$ cat src/rtl/spi_slave_mem.sv
// spi_slave_mem: SPI target for a 32x8 register file.
//
// Command frames arrive LSB first, one bit per clk while CS is low:
//   bits [1:0]  mode  (mode[1]=1 write, mode[0]=1 incremental read)
//   bits [6:2]  address
//   bits [14:7] write data (don't-care for reads)
//
// Read data is returned LSB first on a registered MISO that idles at 0, so
// several targets can share a wired-OR return line.
//
// The slot numbering below assumes the default ADDR_W=5 / DATA_W=8 layout.
//
// Optional feature: define SPI_SLAVE_WRPROT_EN to add a write-protect input
// `wp`. When it is high at the final write slot, the write is dropped and
// frame_err pulses instead of wr_done.

module spi_slave_mem #(
  parameter int                ADDR_W   = 5,
  parameter int                DATA_W   = 8,
  parameter logic [DATA_W-1:0] MEM_INIT = 8'h00
) (
  input  logic clk,
  input  logic rst,
  input  logic CS,
  input  logic MOSI,
`ifdef SPI_SLAVE_WRPROT_EN
  input  logic wp,
`endif
  output logic MISO,
  output logic busy,
  output logic wr_done,
  output logic frame_err
);

  localparam int DEPTH   = 2 ** ADDR_W;
  localparam int FRAME_W = 2 + ADDR_W + DATA_W;
  localparam int BIT_W   = $clog2(DATA_W);
  // The shifter keeps the previous DATA_W-1 bits; together with the live MOSI
  // bit that is one full write-data byte, and also covers mode+address.
  localparam int SH_W    = DATA_W - 1;

  // Slot numbers, counted from 0 at the first clk edge with CS low.
  localparam logic [4:0] SLOT_ADDR     = 5'(ADDR_W + 1);         // last address bit
  localparam logic [4:0] SLOT_WDATA    = 5'(FRAME_W - 1);        // last write-data bit
  localparam logic [4:0] SLOT_RD_FIRST = 5'(ADDR_W + 4);         // first read-data bit
  localparam logic [4:0] SLOT_RD_END   = 5'(ADDR_W + 4 + DATA_W); // trailing zero slot
  // Burst words are DATA_W+2 slots: a leading zero, data, a trailing zero.
  localparam logic [3:0] WORD_LAST     = 4'(DATA_W + 1);
  localparam logic [ADDR_W-1:0] ADDR_ONE = ADDR_W'(1);

  typedef enum logic [2:0] {
    S_IDLE,
    S_CMD,
    S_RD,
    S_BURST,
    S_WR_COMMIT,
    S_DONE
  } state_t;

  state_t              state_q, state_d;
  logic [4:0]          cnt_q, cnt_d;      // slot number of the next edge
  logic [3:0]          ws_q, ws_d;        // burst word slot of the next edge
  logic [SH_W-1:0]     sh_q, sh_d;        // most recent command bits, newest on top
  logic [ADDR_W-1:0]   addr_q, addr_d;
  logic                ovf_q, ovf_d;      // burst ran past the top address
  logic                incr_q, incr_d;    // mode[0] of the current read
  logic                miso_q, miso_d;
  logic                busy_q, busy_d;
  logic                wr_done_q, wr_done_d;
  logic                frame_err_q, frame_err_d;
  logic [DATA_W-1:0]   mem_q [DEPTH];
  logic [DATA_W-1:0]   mem_d [DEPTH];

  logic [DATA_W-1:0]   full_s;            // shifter plus the bit on MOSI this edge
  logic [ADDR_W-1:0]   cmd_addr_s;
  logic                cmd_wr_s;
  logic                cmd_incr_s;
  logic [DATA_W-1:0]   rd_data_s;
  logic [BIT_W-1:0]    rd_sel_s;
  logic                rd_bit_s;
  logic                wr_block_s;

  assign full_s     = {MOSI, sh_q};
  // At the address slot the newest ADDR_W+2 bits are address and mode.
  assign cmd_addr_s = full_s[DATA_W-1 -: ADDR_W];
  assign cmd_wr_s   = full_s[DATA_W-1-ADDR_W];
  assign cmd_incr_s = full_s[DATA_W-2-ADDR_W];

`ifdef SPI_SLAVE_WRPROT_EN
  assign wr_block_s = wp;
`else
  assign wr_block_s = 1'b0;
`endif

  // Select the read-data bit for the current slot; past the top address reads are zero.
  always_comb begin
    if (ovf_q) begin
      rd_data_s = {DATA_W{1'b0}};
    end else begin
      rd_data_s = mem_q[addr_q];
    end
    if (state_q == S_BURST) begin
      rd_sel_s = BIT_W'({1'b0, ws_q} - 5'd1);
    end else begin
      rd_sel_s = BIT_W'(cnt_q - SLOT_RD_FIRST);
    end
    rd_bit_s = rd_data_s[rd_sel_s];
  end

  // Next-state, datapath and output decode for the frame FSM.
  always_comb begin
    state_d     = state_q;
    cnt_d       = cnt_q;
    ws_d        = ws_q;
    sh_d        = sh_q;
    addr_d      = addr_q;
    ovf_d       = ovf_q;
    incr_d      = incr_q;
    miso_d      = 1'b0;
    wr_done_d   = 1'b0;
    frame_err_d = 1'b0;
    mem_d       = mem_q;

    if (CS) begin
      // Deselect always ends the frame; only an unfinished command is an error.
      state_d = S_IDLE;
      cnt_d   = 5'd0;
      ws_d    = 4'd0;
      ovf_d   = 1'b0;
      if (state_q == S_CMD) begin
        frame_err_d = 1'b1;
      end else begin
        frame_err_d = 1'b0;
      end
    end else begin
      case (state_q)
        S_IDLE: begin
          // Slot 0: first command bit.
          sh_d    = full_s[DATA_W-1:1];
          cnt_d   = 5'd1;
          state_d = S_CMD;
        end

        S_CMD: begin
          sh_d  = full_s[DATA_W-1:1];
          cnt_d = cnt_q + 5'd1;
          if (cnt_q == SLOT_ADDR) begin
            addr_d = cmd_addr_s;
            incr_d = cmd_incr_s;
            ovf_d  = 1'b0;
            if (cmd_wr_s) begin
              state_d = S_CMD;
            end else begin
              state_d = S_RD;
            end
          end else if (cnt_q == SLOT_WDATA) begin
            // Only writes stay in CMD this long; commit the whole byte at once.
            if (wr_block_s) begin
              frame_err_d = 1'b1;
              state_d     = S_DONE;
            end else begin
              mem_d[addr_q] = full_s;
              wr_done_d     = 1'b1;
              state_d       = S_WR_COMMIT;
            end
          end else begin
            state_d = S_CMD;
          end
        end

        S_RD: begin
          if ((cnt_q >= SLOT_RD_FIRST) && (cnt_q < SLOT_RD_END)) begin
            miso_d = rd_bit_s;
          end else begin
            miso_d = 1'b0;
          end
          if (cnt_q == SLOT_RD_END) begin
            if (incr_q) begin
              state_d = S_BURST;
              ws_d    = 4'd0;
              if (addr_q == {ADDR_W{1'b1}}) begin
                ovf_d = 1'b1;
              end else begin
                addr_d = addr_q + ADDR_ONE;
              end
            end else begin
              state_d = S_DONE;
            end
          end else begin
            cnt_d = cnt_q + 5'd1;
          end
        end

        S_BURST: begin
          if ((ws_q != 4'd0) && (ws_q != WORD_LAST)) begin
            miso_d = rd_bit_s;
          end else begin
            miso_d = 1'b0;
          end
          if (ws_q == WORD_LAST) begin
            ws_d = 4'd0;
            // Address saturates at the top; later words read as zero.
            if (addr_q == {ADDR_W{1'b1}}) begin
              ovf_d = 1'b1;
            end else begin
              addr_d = addr_q + ADDR_ONE;
            end
          end else begin
            ws_d = ws_q + 4'd1;
          end
        end

        S_WR_COMMIT: begin
          state_d = S_DONE;
        end

        S_DONE: begin
          // Extra clocks with CS still low are ignored.
          state_d = S_DONE;
        end

        default: begin
          state_d = S_IDLE;
        end
      endcase
    end

    busy_d = (state_d != S_IDLE) && (state_d != S_DONE);
  end

  // Control and output registers.
  always_ff @(posedge clk or negedge rst) begin
    if (!rst) begin
      state_q     <= S_IDLE;
      cnt_q       <= 5'd0;
      ws_q        <= 4'd0;
      sh_q        <= {SH_W{1'b0}};
      addr_q      <= {ADDR_W{1'b0}};
      ovf_q       <= 1'b0;
      incr_q      <= 1'b0;
      miso_q      <= 1'b0;
      busy_q      <= 1'b0;
      wr_done_q   <= 1'b0;
      frame_err_q <= 1'b0;
    end else begin
      state_q     <= state_d;
      cnt_q       <= cnt_d;
      ws_q        <= ws_d;
      sh_q        <= sh_d;
      addr_q      <= addr_d;
      ovf_q       <= ovf_d;
      incr_q      <= incr_d;
      miso_q      <= miso_d;
      busy_q      <= busy_d;
      wr_done_q   <= wr_done_d;
      frame_err_q <= frame_err_d;
    end
  end

  // Register file; every word returns to MEM_INIT on reset.
  always_ff @(posedge clk or negedge rst) begin
    if (!rst) begin
      for (int i = 0; i < DEPTH; i++) begin
        mem_q[i] <= MEM_INIT;
      end
    end else begin
      for (int i = 0; i < DEPTH; i++) begin
        mem_q[i] <= mem_d[i];
      end
    end
  end

  assign MISO      = miso_q;
  assign busy      = busy_q;
  assign wr_done   = wr_done_q;
  assign frame_err = frame_err_q;

endmodule

$ cat config.mk
export PLATFORM = sky130hd
export DESIGN_NAME = spi_slave_mem
export DESIGN_NICKNAME = d
export VERILOG_FILES = /design/src/rtl/spi_slave_mem.sv
export SDC_FILE = /design/constraint.sdc
export NUM_CORES = 1
export LEC_CHECK = 0
export CORE_MARGIN = 8
export CORE_UTILIZATION = 36
export DETAILED_ROUTE_END_ITERATION = 8
export HOLD_SLACK_MARGIN = 0.1
export PLACE_DENSITY = 0.54
export REMOVE_ABC_BUFFERS = 1
export SLEW_MARGIN = 40
export SYNTH_ARGS = -nofsm -noshare
export SYNTH_HDL_FRONTEND = slang
export SYNTH_SLANG_ARGS = --single-unit
export TNS_END_PERCENT = 30
$ cat constraint.sdc
create_clock -name clk -period 2.6 [get_ports clk]
set_input_delay 0.78 -clock clk [delete_from_list [all_inputs] [get_ports clk]]
set_output_delay 0.78 -clock clk [all_outputs]
set_load 0.05 [all_outputs]
==> impl_summary.txt <==
----------------------------------------------------
[Setup path]
  Required arrival time at the worst endpoint ... around 3 ns
  Worst Path Max Fanout ... 8
  Crit path DAT ... 2.96 ns
  Worst setup path category ... flip-flop to flip-flop
  Worst Setup End Kind ... flip-flop
  Critical Path Source Type ... flip-flop

[Routing]
  First drt pass iteration count ... 5
  Drt wl/cell ... 21.75 um
  Routed Antenna Nets ... 0
  Detail-routed via count per cell ... between 5 and 6
  Detailed-route DRC error count ... 0
  DRC marker count from the first detailed-route iteration ... 590
  Total via count after detailed routing ... 8618
  Total wire length after detailed routing ... 34840 um

[CTS]
  Clock H-tree levels ... 2
  Clock tree root driver cell ... clkbuf_16
  Hold buffer count at CTS ... 0
  Clock tree from TritonCTS ... done
  Clock buffers created by TritonCTS ... 35
  Clock-pin transition on the worst setup and hold timing paths ... approximately 0.060 ns
  Number of buffers on the longest clock path ... 3
  Latest clock arrival within the worst-skew pair ... just over 0.5 ns
  Number of sinks handled by clock tree synthesis ... 286

[Yosys]
  Most common library cells after synthesis ... dfrtp_1 (286), mux2_1 (151), mux2_2 (119)
  Asr flop ratio synth ... 100.0%
  Summed instance area of the synthesized netlist ... 13910 um^2
  Cell taking the most area after synthesis ... dfrtp_1
  Count of different cell masters after synthesis ... 60
  Count leader, synth ... dfrtp_1
  Part of the Yosys area used for sequential elements ... 51.45%
  Top area cells in the synthesized netlist ... dfrtp_1 (51%), mux2_1 (12%), mux2_2 (9.6%)
  Yosys warning total ... 0
  Main combinational cell family by area after synthesis ... multiplexers
  Leading register cell type out of synthesis ... dfrtp_1
  Portion of netlist area occupied by mux cells ... 31.89%
  Adder-cell area share of the yosys netlist ... between 1 and 1.5%
  Xor/xnor cell area share of the yosys netlist ... 0.3148%
  Fraction of the mapped netlist area in compound gates ... 4.227%
  Simple-Gate Fraction of Synth Area ... 8.158%
  Register bit total from synthesis ... 286
  Number of enable flip-flop cells after synthesis ... 0
  Syn avg cell area ... around 14 um^2
  Count of mapped cells out of synthesis ... 985
  Area share of the leading cell type in the synthesized netlist ... about half

[STA]
  Worst hold-check slack ... 0.1696 ns
  Highest achievable clock rate ... 388.8 MHz
  Relative slew slack ... 49.28%
  Max Transition Viols Final ... 0
  Clock skew ... approximately 0.012 ns
  Shortest period the worst path allows ... roughly 2.6 ns
  Transition at the pin with the smallest max-transition slack ... 0.7528 ns
  RSZ-0062 raised after global routing ... true
  Setup_tns ... 0 ns
  Setup Viol. Count Final ... 0
  Fin crit share ... 98.92%
  Endpoints failing hold ... 0
  Final setup margin ... 0.02812 ns

[GRT]
  Routing layer with the top usage in global route ... met2
  Number of global-route vias before repair ... 8896
  Wire length of the first global-routing pass ... 55400 um
  Gr usage total ... 15.94%
  Met2 Resource Use GR ... 25.24%
  GR Layer Usage met1 ... 22.06%
  Antenna violations before repair ... 1
  Leftover overflow at the end of global routing ... 0
  Maximum number of pins on one net before global-route repair ... 69
  Routing usage on met3 ... 2.919%

[Placement]
  Worst setup slack after placement ... -0.1669 ns
  Number of I/O port buffers ... 7
  Routability congestion estimate ... 0.9169
  Placed wire-length estimate after detailed placement ... 23070 um
  Total instance count after detailed placement ... between 1.5k and 2k

[Cells and area]
  Number of nets at the end of the flow ... 1076
  Number of diodes ... 0
  Synth-to-layout area growth ... 19.28%
  Final std cells w/o fill ... between 1.5k and 2k
  Final Core Density ... 43.23%
  FILL cells ... 3571
  Fraction of final layout cells with drive strength greater than 1 ... 34.59%

[Worst hold path]
  Worst min-delay path category ... primary input to asynchronous set/reset pin

[Die]
  Num ports ... 8
  Die Y ... 212.6 um
  Initial cell density of the core ... about 36%
  # rows ... 72
  Die span in x ... approximately 210 um
  Core area ... 38380 um^2
  Die Footprint ... 45190 um^2

[Power]
  Areal power density over the cells ... 614.8 nW/um^2
  Leakage power ... 7.975 nW
  Max VDD drop ... 0.3344 mV

[Run]
  Count of max-cap constraint violations ... 0

[Run status]
  Status ... completed

----------------------------------------------------
[report_power, final]
part           internal (mW)  switching (mW)  total (mW)
combinational          0.254           0.636       0.890
sequential              4.49          0.0427        4.53
clock                   2.94            1.84        4.78
total                   7.69            2.51        10.2
[final timing paths]
path,cells after the start,endpoint,slack (ns),start
min in group clk,1,mem_q[100],0.48,mem_q[100]
max reg2reg,10,mem_q[168],0.03,cnt_q[1]
max,10,mem_q[168],0.03,cnt_q[1]
min,1,cnt_q[4],0.17,rst
max in group asynchronous,2,mem_q[132],1.69,rst
min reg2reg,1,mem_q[100],0.48,mem_q[100]
[flip-flops by register name, indices dropped and copies added, names as in the netlist, 3 cells and up]
register	flops
ws_q	4
sh_q	7
state_q	3
cnt_q	5
addr_q	5
mem_q	256
[through the flow]
stage | instance area, um^2 | power [mW]
CTS | 16320 | 10.33
detailed placement | 15160 | 5.486
finish | 16590 | 10.20
global placement | 15160 | 5.485
floorplan | 13550 | 4.951
global route | 16590 | 10.62
[worst max-delay path, cell delays in order, from the launching register on]
cell and delay, ns:
dfrtp_1 0.41, inv_1 0.09, ha_1 0.16, and4bb_2 0.29
nand2_1 0.10, a2bb2oi_2 0.20, nor3_4 0.23, buf_12 0.17
nand2_1 0.15, nor2_4 0.26, mux2_2 0.37
[routing by layer]
metal	vias to the layer above	wire length [um]
met2	187	16320
met4	2	851
li1	3820	-
met5	-	12
met3	62	1677
met1	4547	15980
[what timing repair did]
action,in CTS,in global routing
gates cloned,0,1
buffers inserted,0,19
pin swaps,0,5
gates resized for setup,3,21
setup endpoints to repair,1,243
[area by class of cell]
class / instances / area [um^2] / area share (%)
flip-flops and latches: 286 / 7163 / 43.17
multi-input cells: 619 / 6469 / 38.99
repair buffers: 107 / 1126 / 6.787
clock buffers: 52 / 1072 / 6.463
well taps: 518 / 648.1 / 3.906
clock inverters: 9 / 72.57 / 0.4374
inverters: 11 / 41.29 / 0.2488
[layout by cell type (no fill, tap or decap), types with 23 or more instances in the layout]
cell type / Yosys / final
dfrtp_1: 286 / 283
mux2_1: 151 / 149
mux2_2: 119 / 118
buf_4: 9 / 77
mux4_2: 44 / 44
mux2i_1: 39 / 39
clkbuf_16: 0 / 38
nand2_1: 25 / 24
nor3_1: 26 / 24
nor2_1: 23 / 23
[logic make-up (layout without fill, tap and decap cells)]
group                      after synthesis  in the layout
xor gates and xnor gates                 5              5
adders and majority gates               12             12
AOI/OAI and AO/OA                       89             89
DFF                                    286            286
muxes                                  354            354
buffers and inverters                   80            179
and+or+nand+nor                        159            159
Power figures use the tool's default switching activity.
